### config.mk
export PLATFORM = sky130hd
export DESIGN_NAME = bit_serial_alu_seq
export DESIGN_NICKNAME = d
export VERILOG_FILES = /design/src/rtl/serial_alu_pkg.sv /design/src/rtl/bit_serial_alu_seq_slice.sv /design/src/rtl/bit_serial_alu_seq.sv
export SDC_FILE = /design/constraint.sdc
export NUM_CORES = 1
export LEC_CHECK = 0
export CAP_MARGIN = 20
export CORE_ASPECT_RATIO = 1.75
export CORE_MARGIN = 2
export CORE_UTILIZATION = 47
export DETAILED_ROUTE_END_ITERATION = 8
export HOLD_SLACK_MARGIN = 0.03
export MAX_ROUTING_LAYER = met4
export PLACE_DENSITY = 0.86
export SETUP_SLACK_MARGIN = 0.05
export SLEW_MARGIN = 20
export SYNTH_ARGS = -nofsm -noshare
export SYNTH_HDL_FRONTEND = slang
export SYNTH_HIERARCHICAL = 1
export SYNTH_SLANG_ARGS = --single-unit
### constraint.sdc
create_clock -name clk -period 1.4 [get_ports clk]
set_input_delay 0.42 -clock clk [delete_from_list [all_inputs] [get_ports clk]]
set_output_delay 0.42 -clock clk [all_outputs]
set_load 0.005 [all_outputs]
### src/rtl/serial_alu_pkg.sv
// serial_alu_pkg: op encodings and FSM state type shared by the bit-serial ALU.
package serial_alu_pkg;
  localparam logic [1:0] OP_AND  = 2'b00;
  localparam logic [1:0] OP_OR   = 2'b01;
  localparam logic [1:0] OP_ADD  = 2'b10;
  localparam logic [1:0] OP_ZERO = 2'b11;
  typedef enum logic [1:0] {IDLE, RUN, DONE} state_t;
endpackage

### src/rtl/bit_serial_alu_seq_slice.sv
// alu_bit_slice: combinational 1-bit AND/OR/ADD/ZERO slice with carry.
module alu_bit_slice
  import serial_alu_pkg::*;
(
  input  logic       a,
  input  logic       b,
  input  logic       carry,
  input  logic [1:0] op,
  output logic       res_bit,
  output logic       c_next
);
  always_comb begin
    res_bit = op == OP_AND ? a & b :
              op == OP_OR  ? a | b :
              op == OP_ADD ? a ^ b ^ carry : 1'b0;
    c_next  = op == OP_ADD ? (a & b) | (a & carry) | (b & carry) : 1'b0;
  end
endmodule

### src/rtl/bit_serial_alu_seq.sv
// bit_serial_alu_seq: WIDTH-bit AND/OR/ADD computed LSB-first through one bit slice.
module bit_serial_alu_seq
  import serial_alu_pkg::*;
#(
  parameter int WIDTH = 8
) (
  input  logic             clk,
  input  logic             rst,
  input  logic             in_valid,
  output logic             in_ready,
  input  logic [1:0]       op,
  input  logic [WIDTH-1:0] a,
  input  logic [WIDTH-1:0] b,
  input  logic             cin,
  output logic             out_valid,
  input  logic             out_ready,
  output logic [WIDTH-1:0] result,
  output logic             cout
);
  localparam int CW = $clog2(WIDTH);
  state_t           state_q, state_d;
  logic [WIDTH-1:0] a_q, a_d, b_q, b_d, res_q, res_d, result_q, result_d;
  logic [1:0]       op_q, op_d;
  logic [CW-1:0]    cnt_q, cnt_d;
  logic             carry_q, carry_d, in_ready_q, in_ready_d;
  logic             out_valid_q, out_valid_d, cout_q, cout_d;
  logic             res_bit, c_next;
  alu_bit_slice u_slice (
    .a      (a_q[0]),
    .b      (b_q[0]),
    .carry  (carry_q),
    .op     (op_q),
    .res_bit(res_bit),
    .c_next (c_next)
  );
  always_comb begin
    state_d     = state_q;
    a_d         = a_q;
    b_d         = b_q;
    res_d       = res_q;
    op_d        = op_q;
    cnt_d       = cnt_q;
    carry_d     = carry_q;
    in_ready_d  = in_ready_q;
    out_valid_d = out_valid_q;
    result_d    = result_q;
    cout_d      = cout_q;
    if (state_q == IDLE && in_valid) begin
      a_d        = a;
      b_d        = b;
      op_d       = op;
      carry_d    = (op == OP_ADD) & cin;
      cnt_d      = '0;
      state_d    = RUN;
      in_ready_d = 1'b0;
    end else if (state_q == RUN) begin
      a_d     = a_q >> 1;
      b_d     = b_q >> 1;
      res_d   = {res_bit, res_q[WIDTH-1:1]};
      carry_d = c_next;
      cnt_d   = cnt_q + 1'b1;
      if (cnt_q == CW'(WIDTH - 1)) begin
        state_d     = DONE;
        out_valid_d = 1'b1;
        result_d    = res_d;
        cout_d      = c_next;
      end
    end else if (state_q == DONE && out_ready) begin
      state_d     = IDLE;
      out_valid_d = 1'b0;
      in_ready_d  = 1'b1;
    end
  end
  always_ff @(posedge clk or posedge rst) begin
    if (rst) begin
      state_q     <= IDLE;
      a_q         <= '0;
      b_q         <= '0;
      res_q       <= '0;
      op_q        <= '0;
      cnt_q       <= '0;
      carry_q     <= 1'b0;
      in_ready_q  <= 1'b1;
      out_valid_q <= 1'b0;
      result_q    <= '0;
      cout_q      <= 1'b0;
    end else begin
      state_q     <= state_d;
      a_q         <= a_d;
      b_q         <= b_d;
      res_q       <= res_d;
      op_q        <= op_d;
      cnt_q       <= cnt_d;
      carry_q     <= carry_d;
      in_ready_q  <= in_ready_d;
      out_valid_q <= out_valid_d;
      result_q    <= result_d;
      cout_q      <= cout_d;
    end
  end
  assign in_ready  = in_ready_q;
  assign out_valid = out_valid_q;
  assign result    = result_q;
  assign cout      = cout_q;
endmodule

# Word level (Yosys, flattened, before mapping)
# Cells that the tools add are included.
dict set report totals {
  word_cells 66
  output_inout_bits 11
  reg_bits 43
}
dict set report classes {
  add_sub_neg 1
  bitwise_logic 10
  n_eq_ne 9
  mux 22
  n_reduce_logical 13
}
# cell count
set op_table {}
lappend op_table {{8-bit two-way mux} 4}
lappend op_table {{1-bit two-way mux} 12}
lappend op_table {{2-bit two-way mux} 4}
lappend op_table {{2-bit == test, second input constant} 3}
lappend op_table {{3-bit two-way mux} 2}
lappend op_table {{2-bit AND reduction} 3}
lappend op_table {{3-bit AND reduction} 2}
lappend op_table {{2-bit nonzero test} 3}
lappend op_table {{1-bit AND} 4}
lappend op_table {{2-bit by 1-bit == test with 1-bit output, second input constant} 2}
lappend op_table {{2-bit logical NOT} 2}
lappend op_table {{3-bit by 1-bit adder with 3-bit output, second input constant} 1}
lappend op_table {{3-bit == test, second input constant} 1}
lappend op_table {{3-bit by 2-bit inequality test with 1-bit output, second input constant} 1}
lappend op_table {{1-bit OR} 3}
lappend op_table {{3-bit nonzero test} 1}
lappend op_table {{1-bit logical AND} 2}
lappend op_table {{2-bit by 1-bit inequality test with 1-bit output, second input constant} 1}
lappend op_table {{2-bit inequality test, second input constant} 1}
lappend op_table {{1-bit bitwise XOR} 2}
lappend op_table {{1-bit inverter} 1}

# Longest topological paths before layout
dict set report logic_depth {
  depth_word 6
  depth_mapped 5
}

# Cells and area by module
# The synthesis kept the hierarchy.
# module area_each_um2 cells_per_inst n_inst
set by_module_without_submodules {}
lappend by_module_without_submodules {bit_serial_alu_seq 1861.8 146 1}
lappend by_module_without_submodules {alu_bit_slice 82.6 10 1}

# Least setup slack after synthesis
# No wires, ideal clock.
dict set report synth_timing {
  path_type {register to register}
  start {register a_q[0]}
  end {register result_q[7], in the netlist result[7]}
  path_slack_ns -0.080
  synth_period_minus_slack_ns 1.480
  path_stages_with_launch 5
  arrival_ns 1.355
  n_path_buf 0
  cell_sequence {dfrtp_1 > fa_1 > mux2i_1 > o22ai_1 > mux2_4}
}
dict set report synth_between {
  elab_chain_cells 5
}
# item line_no
set synth_rtl {}
lappend synth_rtl {{start, declared} bit_serial_alu_seq.sv:22} ;# logic [WIDTH-1:0] a_q, a_d, b_q, b_d, res_q, res_d, result_q, result_d;
lappend synth_rtl {{start signal, assigned} bit_serial_alu_seq.sv:77} ;# a_q <= '0;
lappend synth_rtl {{start signal, assigned} bit_serial_alu_seq.sv:89} ;# a_q <= a_d;
lappend synth_rtl {{1-bit bitwise XOR (2 in a row)} bit_serial_alu_seq_slice.sv:15} ;# op == OP_ADD ? a ^ b ^ carry : 1'b0;
lappend synth_rtl {{1-bit two-way mux} bit_serial_alu_seq_slice.sv:15}
lappend synth_rtl {{1-bit two-way mux} bit_serial_alu_seq_slice.sv:14} ;# op == OP_OR ? a | b :
lappend synth_rtl {{1-bit two-way mux *} bit_serial_alu_seq_slice.sv:13} ;# res_bit = op == OP_AND ? a & b :
lappend synth_rtl {{via res_bit} bit_serial_alu_seq.sv:27} ;# logic res_bit, c_next;
lappend synth_rtl {{end signal, assigned} bit_serial_alu_seq.sv:97} ;# result_q <= result_d;
lappend synth_rtl {{end, declared} bit_serial_alu_seq.sv:22}
# The timed path passes the listed nets; every way through them passes the cells marked *.
# A chain may end at the register's enable or synchronous reset.

# Worst setup path in the final report
dict set report layout_timing {
  start {register a_q[0]}
  end {register res_q[7]}
}
dict set report layout_between {
  elab_chain_cells 5
}
# item line_no
set layout_rtl {}
lappend layout_rtl {{1-bit bitwise XOR (2 in a row)} bit_serial_alu_seq_slice.sv:15}
lappend layout_rtl {{1-bit two-way mux} bit_serial_alu_seq_slice.sv:15}
lappend layout_rtl {{1-bit two-way mux} bit_serial_alu_seq_slice.sv:14}
lappend layout_rtl {{1-bit two-way mux *} bit_serial_alu_seq_slice.sv:13}
lappend layout_rtl {{via res_bit} bit_serial_alu_seq.sv:27}
lappend layout_rtl {{end signal, assigned} bit_serial_alu_seq.sv:91} ;# res_q <= res_d;
lappend layout_rtl {{end, declared} bit_serial_alu_seq.sv:22}
# Marks and branches as above.

==> results.md <==
Final layout:
- In the final layout, the share of cells above drive strength 1 is 0.351.
- The number of antenna diodes in the final layout is 0.
- Excluding fillers, the count of instances in the completed layout stands at 271.
- The final-layout fill cell count is 316.
- The register area is 1050 um2.
- The commonest non-fill, non-tap cell in the layout is sky130_fd_sc_hd__dfrtp_1.
- Leaving out fill and tap cells, the most frequent cells in the layout are sky130_fd_sc_hd__dfrtp_1 (39), sky130_fd_sc_hd__buf_4 (30), sky130_fd_sc_hd__a22oi_1 (28), sky130_fd_sc_hd__clkdlybuf4s50_1 (21), sky130_fd_sc_hd__o21ai_0 (12).
- In the final layout, the multi-input gates occupy 855 um2.
- The post-synthesis to final-layout area growth is 38.1%.
- After routing the design area is 2690 um2.
- For this run, the post-layout net count is 249.

STA:
- The share of the clock period used by the worst path after layout is 1.08.
- The number of max-slew violations in the final report was 0.
- In this run the tightest slew margin relative to its limit is 0.867.
- Setup violations remaining at the end of the flow were counted as 2.
- The slew at the pin closest to its max-slew limit is 0.200 ns.
- The final hold violation count is 0.
- The time the final worst path needs with I/O delays and setup is 1.51 ns.
- The achievable clock frequency is 661 MHz.
- The final setup slack of the worst path is -0.112 ns.
- Clock skew on the completed layout was measured at 0.0101 ns.
- Setup repair after global routing could not meet its margin everywhere.

Floorplan:
- The full die area is 4690 um2.
- The initial utilization of the core area, before any placement, comes to 0.477.
- The area of the core is 4070 um2.
- For this design the top-level I/O count stands at 34.
- The die extent in y is 89.1 um.
- The row count is 31.
- The chip width is 52.6 um.

Detailed routing:
- In the routed layout, each cell is associated on average with a via count of 5.52.
- In the routed design, unresolved DRC markers number 0.
- The number of search-and-repair iterations in the first detailed-routing pass is 4.
- The wire length per cell after detailed routing is 15.4 um.
- The total vias in the final route is 1495.
- The final routed wirelength across all metal layers is 4.18 mm.
- The number of DRC markers after the initial detailed-route iteration is 37.
- The count of nets left with antenna violations after detail routing is 0.

Worst setup path:
- The startpoint kind of the worst setup timing path is a flop.
- The worst setup path is captured at a flop.
- The critical path is of the reg -> reg type.
- The worst endpoint data arrival time is 1.70 ns.
- The reg2reg setup slack is -0.11 ns.
- For the worst setup path, the data required time is 1.59 ns.
- The biggest fanout along the worst timing path is 2.

Place:
- The worst setup slack after placement is -0.365 ns.
- Once placement completed, the tool counted placed cells totaling 248.
- The final weighted congestion in routability-driven placement is 0.763.
- The placed instances occupy a cell area of 2450 um2.
- In this run the tool buffered the top-level ports with 33 buffer cells.
- The post-DP HPWL is 2.85 mm.

Power:
- VDD sags by at most 0.00117 V.
- The power density over the cells is 1810 nW/um2.
- Power comes to 4.87 mW.
- The cell leakage power is 1.25 nW.

Job:
- The max-capacitance violation count is 0.

Synthesis:
- After synthesis, the mean cell area works out to 12.5 um2.
- The share of synthesized area in the top cell type comes to 0.528.
- Synthesis handed over a netlist of 156 instances.
- The cell type with the largest total area after synthesis is sky130_fd_sc_hd__dfrtp_1.
- In the synthesized netlist the dominant register cell turns out to be sky130_fd_sc_hd__dfrtp_1.
- In this run, synthesis produced a sequential element count of 42.
- For this run, asynchronously set or reset flops after synthesis account for 1.00.
- The number of library cell types mapped by synthesis is 29.
- During synthesis, Yosys emitted a total of 6 warnings.
- The proportion of synthesized chip area in sequential cells is 0.541.
- The number of enable-type register cells in the synthesized netlist is 0.
- The net count after synthesis is 184.
- By area the synthesized netlist is led by sky130_fd_sc_hd__dfrtp_1 (53%), sky130_fd_sc_hd__a22oi_1 (11%), sky130_fd_sc_hd__mux2_4 (6.9%).
- Summing every instance area after synthesis gives 1940 um2.

Global route:
- The first global-routing pass estimated 6.64 mm of wire.
- In the global route stage, overall resource usage came out at 0.201.
- The number of global-route vias before repair came to 1531.
- The total congestion overflow after global routing is 0.
- The number of antenna violations at the first check in global routing is 0.
- Entering global routing, the biggest net connects 32 pins.

Clocking:
- At the later pin of the worst-skew pair, clock insertion delay measures 0.30 ns.
- The clock transition at the registers of the reported paths is 0.08 ns.
- The number of sinks handled by clock tree synthesis is 42.
- Clock tree synthesis selected as its root buffer the cell sky130_fd_sc_hd__clkbuf_8.
- The count of hold buffers inserted by post-cts repair is 0.
- The TritonCTS clock tree is built.
- The H-tree generated during clock tree synthesis spans 2 levels.
- In this run, CTS created clock tree buffers numbering 5.
- The maximum root-to-sink buffer count is 2.

Worst hold path:
- The worst hold path class is in -> async.

Status:
- The checks that failed: negative setup slack.
- The flow ran to the end, but the final reports show violations.
==> cell families (layout without fill, tap and decap cells) <==
logic type      after synthesis  in the layout  share of synthesized area
compound gates               60             60                      0.208
fa+ha+maj                     5              5                     0.0360
buf+inv                      17             82                     0.0450
flops                        42             42                      0.541
mux                          19             19                      0.127
simple gates                 13             14                     0.0425
==> where the power goes <==
part	internal (mW)	switching, mW
Combinational	1.19	0.807
Sequential	1.68	0.378
Clock	0.357	0.456
==> layer usage <==
layer | vias up | GRT usage | wire [um]
met3 | 10 | 0.0452 | 118
met5 | - | - | 0
met2 | 37 | 0.340 | 2380
met4 | 0 | 0.112 | 115
met1 | 741 | 0.210 | 1570
li1 | 707 | - | -
==> path summary, 6_finish.rpt <==
path,depth (start not counted),startpoint,to
hold reg to reg,1,res_q[1],result[0]
setup reg to reg,4,a_q[0],res_q[7]
max in group asynchronous,3,rst,in_ready
hold / removal,2,rst,op_q[1]
min in group clk,1,res_q[1],result[0]
setup / recovery,4,a_q[0],res_q[7]
==> through the flow <==
step	hold slack (ns)	util	setup TNS, ns
2_1_floorplan	0.411	-	-0.129
3_5_place_dp	0.495	0.602	-6.71
6_report	0.372	0.659	-0.218
4_1_cts	0.366	0.647	-0.219
3_3_place_gp	0.485	0.602	-5.52
5_1_grt	0.388	0.659	-0.303
==> state kept, by name, indices dropped and copies added, names as in the netlist <==
signal,count
cout,1
result,8
b_q,8
out_valid,1
carry_q,1
res_q,7
a_q,8
cnt_q,3
in_ready,1
state_q,2
op_q,2
==> what timing repair did <==
item / in CTS / in global routing
gates cloned: 0 / 1
buffers inserted: 10 / 4
pin swaps: 2 / 2
resized for setup: 32 / 17
setup endpoints to repair: 39 / 35
==> worst max-delay path, cell delays in order, from the launching register on <==
cell                      delay, ns
sky130_fd_sc_hd__dfrtp_1       0.41
sky130_fd_sc_hd__fa_2          0.46
sky130_fd_sc_hd__mux2i_1       0.15
sky130_fd_sc_hd__o22ai_1       0.11
sky130_fd_sc_hd__mux2_4        0.27
==> cell type report <==
cell class,instances,share of cell area
repair buffers,67,0.220
multi-input cells,98,0.318
flip-flops and latches,42,0.393
inverters,7,0.0112
clock inverters,3,0.00885
well taps,49,0.0228
clock buffers,5,0.0256
==> cells in the mapped netlist, drive strengths merged, types with 2 or more instances <==
library cell and instances:
ha 4, inv 6, o21ai 19, clkbuf 3, dfrtp 41, nor2 2, a22oi 28, buf 7
mux2 18, nor2b 2, a21oi 3, nand2 6, a22o 6
Note: power is estimated with default switching activity, not from simulation.
